File: src/rtl/sm_arith_pkg.sv
// Shared definitions for the sign-magnitude arithmetic blocks.
//   sm_op_t       : effective operation chosen after folding the sign of B
//   sm_word_t     : generic sign-magnitude word; the magnitude field is sized
//                   for the widest supported operand and narrower users
//                   zero-extend into it
//   sm_normalise  : returns the canonical sign of a word (zero is always +)
//   SM_STAGES_MIN/MAX : legal pipeline depth range
package sm_arith_pkg;

   localparam int SM_STAGES_MIN = 1;
   localparam int SM_STAGES_MAX = 4;
   localparam int SM_WIDTH_MAX  = 64;

   typedef enum logic {
      ADD = 1'b0,
      SUB = 1'b1
   } sm_op_t;

   typedef struct packed {
      logic                    sign;
      logic [SM_WIDTH_MAX-1:0] mag;
   } sm_word_t;

   // A zero magnitude never carries a negative sign.
   function automatic logic sm_normalise(input sm_word_t w);
      return w.sign & (w.mag != '0);
   endfunction

endpackage

File: src/rtl/sm_addsub_core.sv
// Combinational datapath of the sign-magnitude adder/subtractor, split in two
// halves so the caller can place pipeline registers between them.
//   pre half : a_mag/a_sign, b_mag/b_sign, sub  ->  pre_op, pre_sign,
//              pre_big, pre_small (operands ordered so big >= small when
//              subtracting, plus the sign the result will carry)
//   post half: post_op, post_sign, post_big, post_small  ->  s_mag, s_sign, ovf
//              (add or subtract, saturate/wrap, zero-sign clearing)
module sm_addsub_core
   import sm_arith_pkg::*;
#(
   parameter int WIDTH = 16,
   parameter bit SAT   = 1'b1
)
(
   input  logic [WIDTH-1:0] a_mag,
   input  logic             a_sign,
   input  logic [WIDTH-1:0] b_mag,
   input  logic             b_sign,
   input  logic             sub,
   output sm_op_t           pre_op,
   output logic             pre_sign,
   output logic [WIDTH-1:0] pre_big,
   output logic [WIDTH-1:0] pre_small,
   input  sm_op_t           post_op,
   input  logic             post_sign,
   input  logic [WIDTH-1:0] post_big,
   input  logic [WIDTH-1:0] post_small,
   output logic [WIDTH-1:0] s_mag,
   output logic             s_sign,
   output logic             ovf
);

   logic             eb;
   logic [WIDTH:0]   sum;
   logic [WIDTH-1:0] diff;
   sm_word_t         raw_word;

   // Subtraction is addition with B's sign flipped.
   assign eb = b_sign ^ sub;

   // Differing signs become a magnitude subtraction; swap so the larger
   // magnitude is the minuend and the result takes that operand's sign.
   always_comb begin
      pre_op    = ADD;
      pre_sign  = a_sign;
      pre_big   = a_mag;
      pre_small = b_mag;
      if (a_sign != eb) begin
         pre_op = SUB;
         if (a_mag < b_mag) begin
            pre_sign  = eb;
            pre_big   = b_mag;
            pre_small = a_mag;
         end
      end
   end

   assign sum  = {1'b0, post_big} + {1'b0, post_small};
   assign diff = post_big - post_small;

   always_comb begin
      ovf           = 1'b0;
      raw_word.sign = post_sign;
      raw_word.mag  = '0;
      if (post_op == ADD) begin
         ovf = sum[WIDTH];
         if (sum[WIDTH] && SAT)
            raw_word.mag[WIDTH-1:0] = '1;
         else
            raw_word.mag[WIDTH-1:0] = sum[WIDTH-1:0];
      end else begin
         raw_word.mag[WIDTH-1:0] = diff;
      end
      s_mag  = raw_word.mag[WIDTH-1:0];
      s_sign = sm_normalise(raw_word);
   end

endmodule

File: src/rtl/sm_addsub_pipe.sv
// Pipelined, elastic sign-magnitude adder/subtractor.
//   clk, reset            : clock and synchronous active-high reset
//   in_valid / in_ready   : input handshake (in_ready is combinational from
//                           out_ready through the stage valid chain)
//   a_mag, a_sign, b_mag, b_sign, sub : operands and add(0)/sub(1) select
//   out_valid / out_ready : output handshake
//   s_mag, s_sign, ovf    : normalised result and magnitude-overflow flag
// Stage 0 captures the compare/swap decision, middle stages only retime it,
// the last stage captures the final result. With one stage everything is
// combinational ahead of the single register.
module sm_addsub_pipe
   import sm_arith_pkg::*;
#(
   parameter int WIDTH  = 16,
   parameter int STAGES = 2,
   parameter bit SAT    = 1'b1
)
(
   input  logic             clk,
   input  logic             reset,
   input  logic             in_valid,
   output logic             in_ready,
   input  logic [WIDTH-1:0] a_mag,
   input  logic             a_sign,
   input  logic [WIDTH-1:0] b_mag,
   input  logic             b_sign,
   input  logic             sub,
   output logic             out_valid,
   input  logic             out_ready,
   output logic [WIDTH-1:0] s_mag,
   output logic             s_sign,
   output logic             ovf
);

   localparam int PW = 2*WIDTH + 2;

   if (STAGES < SM_STAGES_MIN || STAGES > SM_STAGES_MAX ||
       WIDTH < 2 || WIDTH > SM_WIDTH_MAX) begin : g_param_check
      $error("sm_addsub_pipe: STAGES must be 1..4 and WIDTH 2..64");
   end

   sm_op_t            pre_op;
   sm_op_t            post_op;
   logic              post_op_bit;
   logic              pre_sign;
   logic              post_sign;
   logic [WIDTH-1:0]  pre_big;
   logic [WIDTH-1:0]  pre_small;
   logic [WIDTH-1:0]  post_big;
   logic [WIDTH-1:0]  post_small;
   logic [WIDTH-1:0]  res_mag;
   logic              res_sign;
   logic              res_ovf;
   logic [PW-1:0]     pre_word;
   logic [PW-1:0]     post_word;
   logic [STAGES-1:0] valid_reg;
   logic [STAGES-1:0] valid_up;
   logic [STAGES:0]   ready;
   logic [WIDTH-1:0]  s_mag_reg;
   logic              s_sign_reg;
   logic              ovf_reg;

   sm_addsub_core #(.WIDTH(WIDTH), .SAT(SAT)) u_core (
      .a_mag      (a_mag),
      .a_sign     (a_sign),
      .b_mag      (b_mag),
      .b_sign     (b_sign),
      .sub        (sub),
      .pre_op     (pre_op),
      .pre_sign   (pre_sign),
      .pre_big    (pre_big),
      .pre_small  (pre_small),
      .post_op    (post_op),
      .post_sign  (post_sign),
      .post_big   (post_big),
      .post_small (post_small),
      .s_mag      (res_mag),
      .s_sign     (res_sign),
      .ovf        (res_ovf)
   );

   assign pre_word = {pre_op, pre_sign, pre_big, pre_small};
   assign {post_op_bit, post_sign, post_big, post_small} = post_word;
   assign post_op = sm_op_t'(post_op_bit);

   // A stage may load when it is empty or its content moves on this cycle.
   // Evaluated top-down in one process so the chain is a plain ripple.
   always_comb begin
      ready         = '0;
      ready[STAGES] = out_ready;
      for (int k = STAGES-1; k >= 0; k--)
         ready[k] = !valid_reg[k] || ready[k+1];
   end

   always_comb begin
      valid_up    = '0;
      valid_up[0] = in_valid;
      for (int k = 1; k < STAGES; k++)
         valid_up[k] = valid_reg[k-1];
   end

   for (genvar gi = 0; gi < STAGES; gi++) begin : g_valid
      always_ff @(posedge clk) begin
         if (reset)
            valid_reg[gi] <= 1'b0;
         else if (ready[gi])
            valid_reg[gi] <= valid_up[gi];
      end
   end

   if (STAGES == 1) begin : g_direct
      assign post_word = pre_word;
   end else begin : g_retime
      logic [PW-1:0] pre_reg [STAGES-1];
      for (genvar gi = 0; gi < STAGES-1; gi++) begin : g_pre
         logic [PW-1:0] load_word;
         if (gi == 0) begin : g_src_in
            assign load_word = pre_word;
         end else begin : g_src_prev
            assign load_word = pre_reg[gi-1];
         end
         // Data only moves with a valid transaction so held words stay put.
         always_ff @(posedge clk) begin
            if (reset)
               pre_reg[gi] <= '0;
            else if (ready[gi] && valid_up[gi])
               pre_reg[gi] <= load_word;
         end
      end
      assign post_word = pre_reg[STAGES-2];
   end

   always_ff @(posedge clk) begin
      if (reset) begin
         s_mag_reg  <= '0;
         s_sign_reg <= 1'b0;
         ovf_reg    <= 1'b0;
      end else if (ready[STAGES-1] && valid_up[STAGES-1]) begin
         s_mag_reg  <= res_mag;
         s_sign_reg <= res_sign;
         ovf_reg    <= res_ovf;
      end
   end

   assign in_ready  = ready[0];
   assign out_valid = valid_reg[STAGES-1];
   assign s_mag     = s_mag_reg;
   assign s_sign    = s_sign_reg;
   assign ovf       = ovf_reg;

endmodule

File: config.mk
export PLATFORM = sky130hd
export DESIGN_NAME = sm_addsub_pipe
export DESIGN_NICKNAME = d
export VERILOG_FILES = /design/src/rtl/sm_arith_pkg.sv /design/src/rtl/sm_addsub_core.sv /design/src/rtl/sm_addsub_pipe.sv
export SDC_FILE = /design/constraint.sdc
export NUM_CORES = 1
export LEC_CHECK = 0
export CAP_MARGIN = 0
export CORE_ASPECT_RATIO = 1.2
export CORE_MARGIN = 1.5
export CORE_UTILIZATION = 51
export DETAILED_ROUTE_END_ITERATION = 16
export GPL_TIMING_DRIVEN = 0
export HOLD_SLACK_MARGIN = 0.03
export PLACE_DENSITY = 0.75
export SYNTH_ARGS = -nofsm -noshare
export SYNTH_HDL_FRONTEND = slang
export SYNTH_SLANG_ARGS = --single-unit
File: constraint.sdc
create_clock -name clk -period 2.85 [get_ports clk]
set_clock_uncertainty 0.05 [all_clocks]
set_input_delay 0.57 -clock clk [delete_from_list [all_inputs] [get_ports clk]]
set_output_delay 0.57 -clock clk [all_outputs]
set_load 0.005 [all_outputs]
**Yosys cells after proc, flatten, opt, wreduce, memory -nomap -nowiden**

Memory sizes are Yosys's and may differ from the RTL's.
Cells that the tools add are included.

- Memories kept: 1
- Bits of input ports: 39
- Bits in registers: 20
- Output and inout bits: 20
- Logic and storage cells: 37
- Memory bits (writable): 34

- Add/subtract/negate cells: 2
- Equal/unequal tests: 1
- Magnitude comparators: 1
- Bitwise gates (word level): 2
- Muxes and demuxes: 17
- Reduce and logical (&&, ||, !) cells: 8

Memories:

| memory | depth | bits a word | read ports | clocked after Yosys merged registers in | wr ports | RTL line | text |
|---|---|---|---|---|---|---|---|
| g_retime.pre_reg | 1 | 34 | 1 | 0 | 1 | sm_addsub_pipe.sv:114 | `logic [PW-1:0] pre_reg [STAGES-1];` |

Operators with widths:

| operator | count |
|---|---|
| two-way mux 16 bit | 6 |
| two-way mux 34 bit | 1 |
| OR reduction 34 bit | 1 |
| adder 16 x 16 -> 17 bit | 1 |
| < comparator 16 bit | 1 |
| nonzero test 16 bit | 1 |
| subtractor 16 bit | 1 |
| two-way mux 1 bit | 10 |
| logical AND 1 bit | 2 |
| logical NOT 1 bit | 2 |
| logical OR 1 bit | 2 |
| AND 1 bit | 1 |
| != test 1 bit | 1 |
| bitwise XOR 1 bit | 1 |

**Depth between registers and ports, before layout**

- Depth after elaboration: 9
- Depth in mapped cells: 13
- Depth with buffers taken out: 12

**By module**

Synthesis repeated with hierarchy kept, for this count alone.

- Cells, all modules: 508
- Area total of the unflattened synthesis: 4,844.6 um^2

Modules (own cells, without submodules):

| module | area each (um^2) | seq. area each (um^2) | times used | cells each |
|---|---|---|---|---|
| sm_addsub_core | 2,653.8 | 0.0 | 1 | 348 |
| sm_addsub_pipe | 2,190.9 | 1,421.4 | 1 | 160 |

**Least setup slack after synthesis**

Ideal clock, no wire load.

- Kind: register to register
- From: mem g_retime.pre_reg[0][0] (netlist bit)
- To: reg s_sign_reg (netlist: s_sign)
- Required time: 2.672 ns
- Stages on the path, launching flop included: 13
- Setup slack: -0.145 ns
- Period minus slack after synthesis: 2.995 ns
- Setup time: 0.128 ns
- Arrival time: 2.817 ns
- Cell sequence: edfxtp_1 > ha_1 > fa_1 > nor2b_1 > o311ai_2 > a211oi_1 > or3_1 > buf_2 > o221a_1 > a21oi_1 > nand4_1 > nor4b_2 > a21oi_1

- Longest elaborated chain between the ends: 6

RTL lines:

| item | RTL line | text |
|---|---|---|
| start: declaration | sm_addsub_pipe.sv:114 |  |
| memory read (1 x 34 bit) (*) | - |  |
| adder 16 x 16 -> 17 bit | sm_addsub_core.sv:58 | `assign sum = {1'b0, post_big} + {1'b0, post_small};` |
| two-way mux 16 bit | sm_addsub_core.sv:67 | `if (sum[WIDTH] && SAT)` |
| two-way mux 16 bit (*) | sm_addsub_core.sv:65 | `if (post_op == ADD) begin` |
| nonzero test 16 bit (*) | sm_arith_pkg.sv:26 | `return w.sign & (w.mag != '0);` |
| AND 1 bit (*) | sm_arith_pkg.sv:26 |  |
| end signal: assignment | sm_addsub_pipe.sv:140 | `s_sign_reg <= res_sign;` |
| end: declaration | sm_addsub_pipe.sv:60 | `logic s_sign_reg;` |

Every way passes the cells marked *; elsewhere a longest branch is shown, timed or not.
A chain may end at the register's enable or synchronous reset.

**Worst setup path in the final report**

Same ends and word-level chain as after synthesis.

==> results.py <==
metrics = {
    "status": {
        "status": "finished with violations",
        "violations": "setup timing",
    },
    "place": {
        "dp_hpwl_um": 7880,
        "dpl_cell_area_um2": 5100,
        "io_port_bufs": 58,
        "gpl.final_weighted_congestion": 0.873,
    },
    "logic_synthesis": {
        "postSynth.topFlopCell": "sky130_fd_sc_hd__edfxtp_1",
        "net_count_after_synthesis": 569,
        "yosysWarningCount": 0,
        "netlist_area_um2": 4330,
        "postSynthRegisterBits": 54,
        "yosys.cell_types.count": 63,
        "synth-edff-count": 34,
        "synth.avg_cell_area_um2": 8.98,
        "netlist_instances": 482,
        "postSynth.asyncResetShare_pct": 0,
        "synth.yosys.seq_area_share_pct": 32.8,
    },
    "final_layout": {
        "finalCoreUtilization_pct": 68.2,
        "most_common_library_cell_in_the_layout_ignoring_fill_and_taps": "sky130_fd_sc_hd__nand2_1",
        "post_route_cells_drive_above_1_share_pct": 15.7,
        "antenna_cells": 0,
        "finalInstanceArea_um2": 5590,
        "nets": 648,
        "largest_reg_flops": 34,
        "final_cell_mix": "sky130_fd_sc_hd__nand2_1 (53), sky130_fd_sc_hd__clkdlybuf4s50_1 (51), sky130_fd_sc_hd__inv_1 (43), sky130_fd_sc_hd__nor2_1 (39), sky130_fd_sc_hd__ha_1 (37)",
        "fill_cells": 695,
        "area_growth_pct": 29.2,
    },
    "clocking": {
        "tritoncts": "yes",
        "cts_hold_buf": 0,
        "root_buffer": "sky130_fd_sc_hd__clkbuf_8",
        "ctsLongestPathBuffers": 2,
        "clock_transition_time_at_the_flip_flop_clock_pins_of_the_worst_setup_and_hold_paths_ns": 0.10,
        "htree_num_levels": 2,
        "cts-buffers-inserted": 5,
        "numClockSinks": 54,
        "worst_skew_pair.late_latency_ns": 0.32,
    },
    "floorplanning": {
        "placementRows": 36,
        "floorplan.die_area_um2": 9050,
        "core-area_um2": 8200,
        "die_width_um": 87.1,
        "top_level_ports": 59,
        "starting_utilization_of_the_core_area_pct": 52.8,
        "die_h_um": 104,
    },
    "setup_path": {
        "crit_path_max_fanout": 3,
        "setup.reg_to_reg.worst_slack_ns": -0.19,
        "data_required_time_of_the_critical_path_ns": 3.01,
        "worst_r2r_startpoint": "g_retime.pre_reg[0][0]$_SDFFCE_PN0P_",
        "timing.critical_path.slowest_stage_cell": "sky130_fd_sc_hd__edfxtp_1",
        "worstPathCellList": "ha_2 -> fa_2 -> nor2b_4 -> o311ai_4 -> a21oi_2 -> a211oi_4 -> o31ai_4 -> a221oi_4 -> a221oi_2 -> nor4b_2 -> a21oi_1",
        "cp_top_family": "compound AO/OA/AOI/OAI gates",
        "arrival_ns": 3.21,
        "worstRegToRegCells": 11,
        "worstSetupPathType": "reg -> reg",
        "cp_num_cells": 11,
        "r2r-end": "s_sign$_SDFFE_PP0P_",
        "timing.critical_path.slowest_cell_delay_ns": 0.40,
        "setup.worst_path.end_class": "flop",
        "worstPathBufferInverterCount": 0,
        "critical_path.startpoint_type": "flop",
    },
    "global_route": {
        "global_route.overflow_total": 0,
        "grt_first_pass_wirelength_um": 16600,
        "grt_max_degree": 35,
        "vias_in_the_first_global_route": 3638,
        "initial_antenna_violation_count": 0,
        "track_usage_pct": 22.5,
    },
    "pwr": {
        "cellPowerDensity_nw_per_um2": 468,
        "combinational_power_share_pct": 43.3,
        "ir_drop_mv": 0.212,
        "fin_total_pwr_mw": 2.62,
        "total_switching_power_mw": 0.927,
        "cellInternalPower_mw": 1.69,
        "cellLeakagePower_nw": 2.29,
        "sw_frac_of_total_pct": 35.4,
        "seq_power_share_pct": 36.3,
        "p_clk_share_pct": 20.3,
    },
    "detailed_routing": {
        "dr_total_vias": 3782,
        "iteration_0_drc_markers": 202,
        "drt_pass1_iterations": 5,
        "antenna_left": 0,
        "route.detailed.vias_per_inst": 5.59,
        "wirelength_per_cell_um": 15.2,
        "drt_wl_total_um": 10300,
        "drcViolationCount": 0,
    },
    "sta": {
        "hold_viol_final": 0,
        "setup_ws_ns": -0.195,
        "rsz0062_at_grt": "yes",
        "hold-worst-slack_ns": 0.415,
        "fin_setup_tns_ns": -0.303,
        "finalMaxSlewViolations": 0,
        "timing_worst_slew_pin_value_ns": 0.783,
        "period_minus_slack_ns": 3.04,
        "period_share_pct": 107,
        "finalSetupViolations": 2,
        "timing.max_slew.rel_slack_pct": 47.8,
        "timing.fmax_ghz": 0.328,
    },
    "min_path": {
        "hp-class": "reg -> reg",
        "min_to": "s_mag[15]$_SDFFE_PP0P_",
        "holdCritStartpoint": "s_mag[15]$_SDFFE_PP0P_",
        "timing.hold.worst_path_depth": 2,
    },
    "run": {
        "drv_cap": 0,
    },
}
## worst max-delay path by stage
stage | slack [ns] | startpoint | to
floorplan | -0.03 | g_retime.pre_reg[0][16]$_SDFFCE_PN0P_ | s_sign$_SDFFE_PP0P_
global placement | -0.67 | b_mag[1] | g_retime.pre_reg[0][26]$_SDFFCE_PN0P_
detailed placement | -0.70 | b_mag[1] | g_retime.pre_reg[0][0]$_SDFFCE_PN0P_
CTS | -0.21 | g_retime.pre_reg[0][18]$_SDFFCE_PN0P_ | s_sign$_SDFFE_PP0P_
global route | -0.34 | g_retime.pre_reg[0][0]$_SDFFCE_PN0P_ | s_sign$_SDFFE_PP0P_
finish | -0.19 | g_retime.pre_reg[0][0]$_SDFFCE_PN0P_ | s_sign$_SDFFE_PP0P_
## cell usage after synthesis (3+ instances only)
master,count,area share [%]
sky130_fd_sc_hd__nand2_1,54,4.7
sky130_fd_sc_hd__ha_1,46,13
sky130_fd_sc_hd__inv_1,44,3.8
sky130_fd_sc_hd__nor2_1,39,3.4
sky130_fd_sc_hd__a21oi_1,36,4.2
sky130_fd_sc_hd__edfxtp_1,34,24
sky130_fd_sc_hd__mux2i_1,34,7.9
sky130_fd_sc_hd__dfxtp_1,20,9.2
sky130_fd_sc_hd__o21ai_0,16,1.8
sky130_fd_sc_hd__a211oi_1,13,2.3
sky130_fd_sc_hd__clkbuf_1,13,1.1
sky130_fd_sc_hd__nor2b_1,11,1.6
sky130_fd_sc_hd__a21o_1,10,1.7
sky130_fd_sc_hd__nand2b_1,9,1.3
sky130_fd_sc_hd__nand4_1,6,0.87
sky130_fd_sc_hd__nor3_1,6,0.69
sky130_fd_sc_hd__xnor2_1,6,1.2
sky130_fd_sc_hd__a2bb2oi_1,4,0.81
sky130_fd_sc_hd__buf_2,4,0.46
sky130_fd_sc_hd__nand3_1,4,0.46
sky130_fd_sc_hd__o31a_1,4,0.81
sky130_fd_sc_hd__a221oi_1,3,0.61
sky130_fd_sc_hd__a22oi_1,3,0.52
sky130_fd_sc_hd__and2_1,3,0.43
sky130_fd_sc_hd__buf_6,3,0.78
sky130_fd_sc_hd__o21bai_1,3,0.52
sky130_fd_sc_hd__o221ai_1,3,0.61
sky130_fd_sc_hd__o31ai_1,3,0.52
sky130_fd_sc_hd__or3_1,3,0.43
## worst reg2reg max path, stage by stage, from the launching register on
cell and delay, ns:
sky130_fd_sc_hd__edfxtp_1 0.40, sky130_fd_sc_hd__ha_2 0.23, sky130_fd_sc_hd__fa_2 0.37, sky130_fd_sc_hd__nor2b_4 0.15, sky130_fd_sc_hd__o311ai_4 0.29, sky130_fd_sc_hd__a21oi_2 0.13
sky130_fd_sc_hd__a211oi_4 0.33, sky130_fd_sc_hd__o31ai_4 0.12, sky130_fd_sc_hd__a221oi_4 0.32, sky130_fd_sc_hd__a221oi_2 0.14, sky130_fd_sc_hd__nor4b_2 0.31, sky130_fd_sc_hd__a21oi_1 0.11
## repair_timing
| action | CTS | global route |
|---|---|---|
| gates cloned | 2 | 0 |
| pin swaps | 16 | 16 |
| endpoints found under the setup margin | 43 | 44 |
| setup buffers | 9 | 4 |
| gates resized for setup | 26 | 44 |
| hold endpoints to repair | 0 | 0 |
## metrics by stage
stage	instances	worst slack [ns]
global placement	654	-0.672
CTS	673	-0.213
detailed placement	654	-0.696
global route	676	-0.338
floorplan	482	-0.0287
finish	676	-0.195
## power groups by stage
stage               registers [mW]  clock network (mW)  logic, mW
floorplan                    0.963                   0      0.684
global placement             0.965                   0      0.936
detailed placement           0.971                   0      0.956
CTS                          0.952               0.531       1.03
global route                 0.960               0.548       1.24
finish                       0.951               0.532       1.13
## area by class of cell
type | instances | area [um^2] | area share (%)
repair buffers | 73 | 703 | 12.6
clock inverters | 2 | 37.5 | 0.671
multi-input cells | 362 | 2920 | 52.3
inverters | 46 | 173 | 3.09
clock buffers | 6 | 72.6 | 1.30
well taps | 114 | 143 | 2.55
plain buffers | 19 | 120 | 2.15
flip-flops and latches | 54 | 1420 | 25.4
## cells by family (layout without fill, tap and decap cells)
logic type / Yosys count / after routing / synth area share (%)
adders and majority gates: 48 / 48 / 14.2
muxes: 34 / 34 / 7.86
buffers and inverters: 66 / 146 / 6.36
xor gates and xnor gates: 7 / 7 / 1.42
and+or+nand+nor: 149 / 149 / 16.8
AOI/OAI and AO/OA: 124 / 124 / 20.6
DFF: 54 / 54 / 32.8
## per-layer routing
layer / up-vias / global-route usage [%] / wire (um)
met5: - / 0 / 0
met3: 17 / 2.30 / 338
met4: 0 / 6.58 / 178
met2: 106 / 41.1 / 5310
met1: 1756 / 27.3 / 4440
li1: 1903 / - / -
No activity file was read; power rests on OpenSTA's default activity.
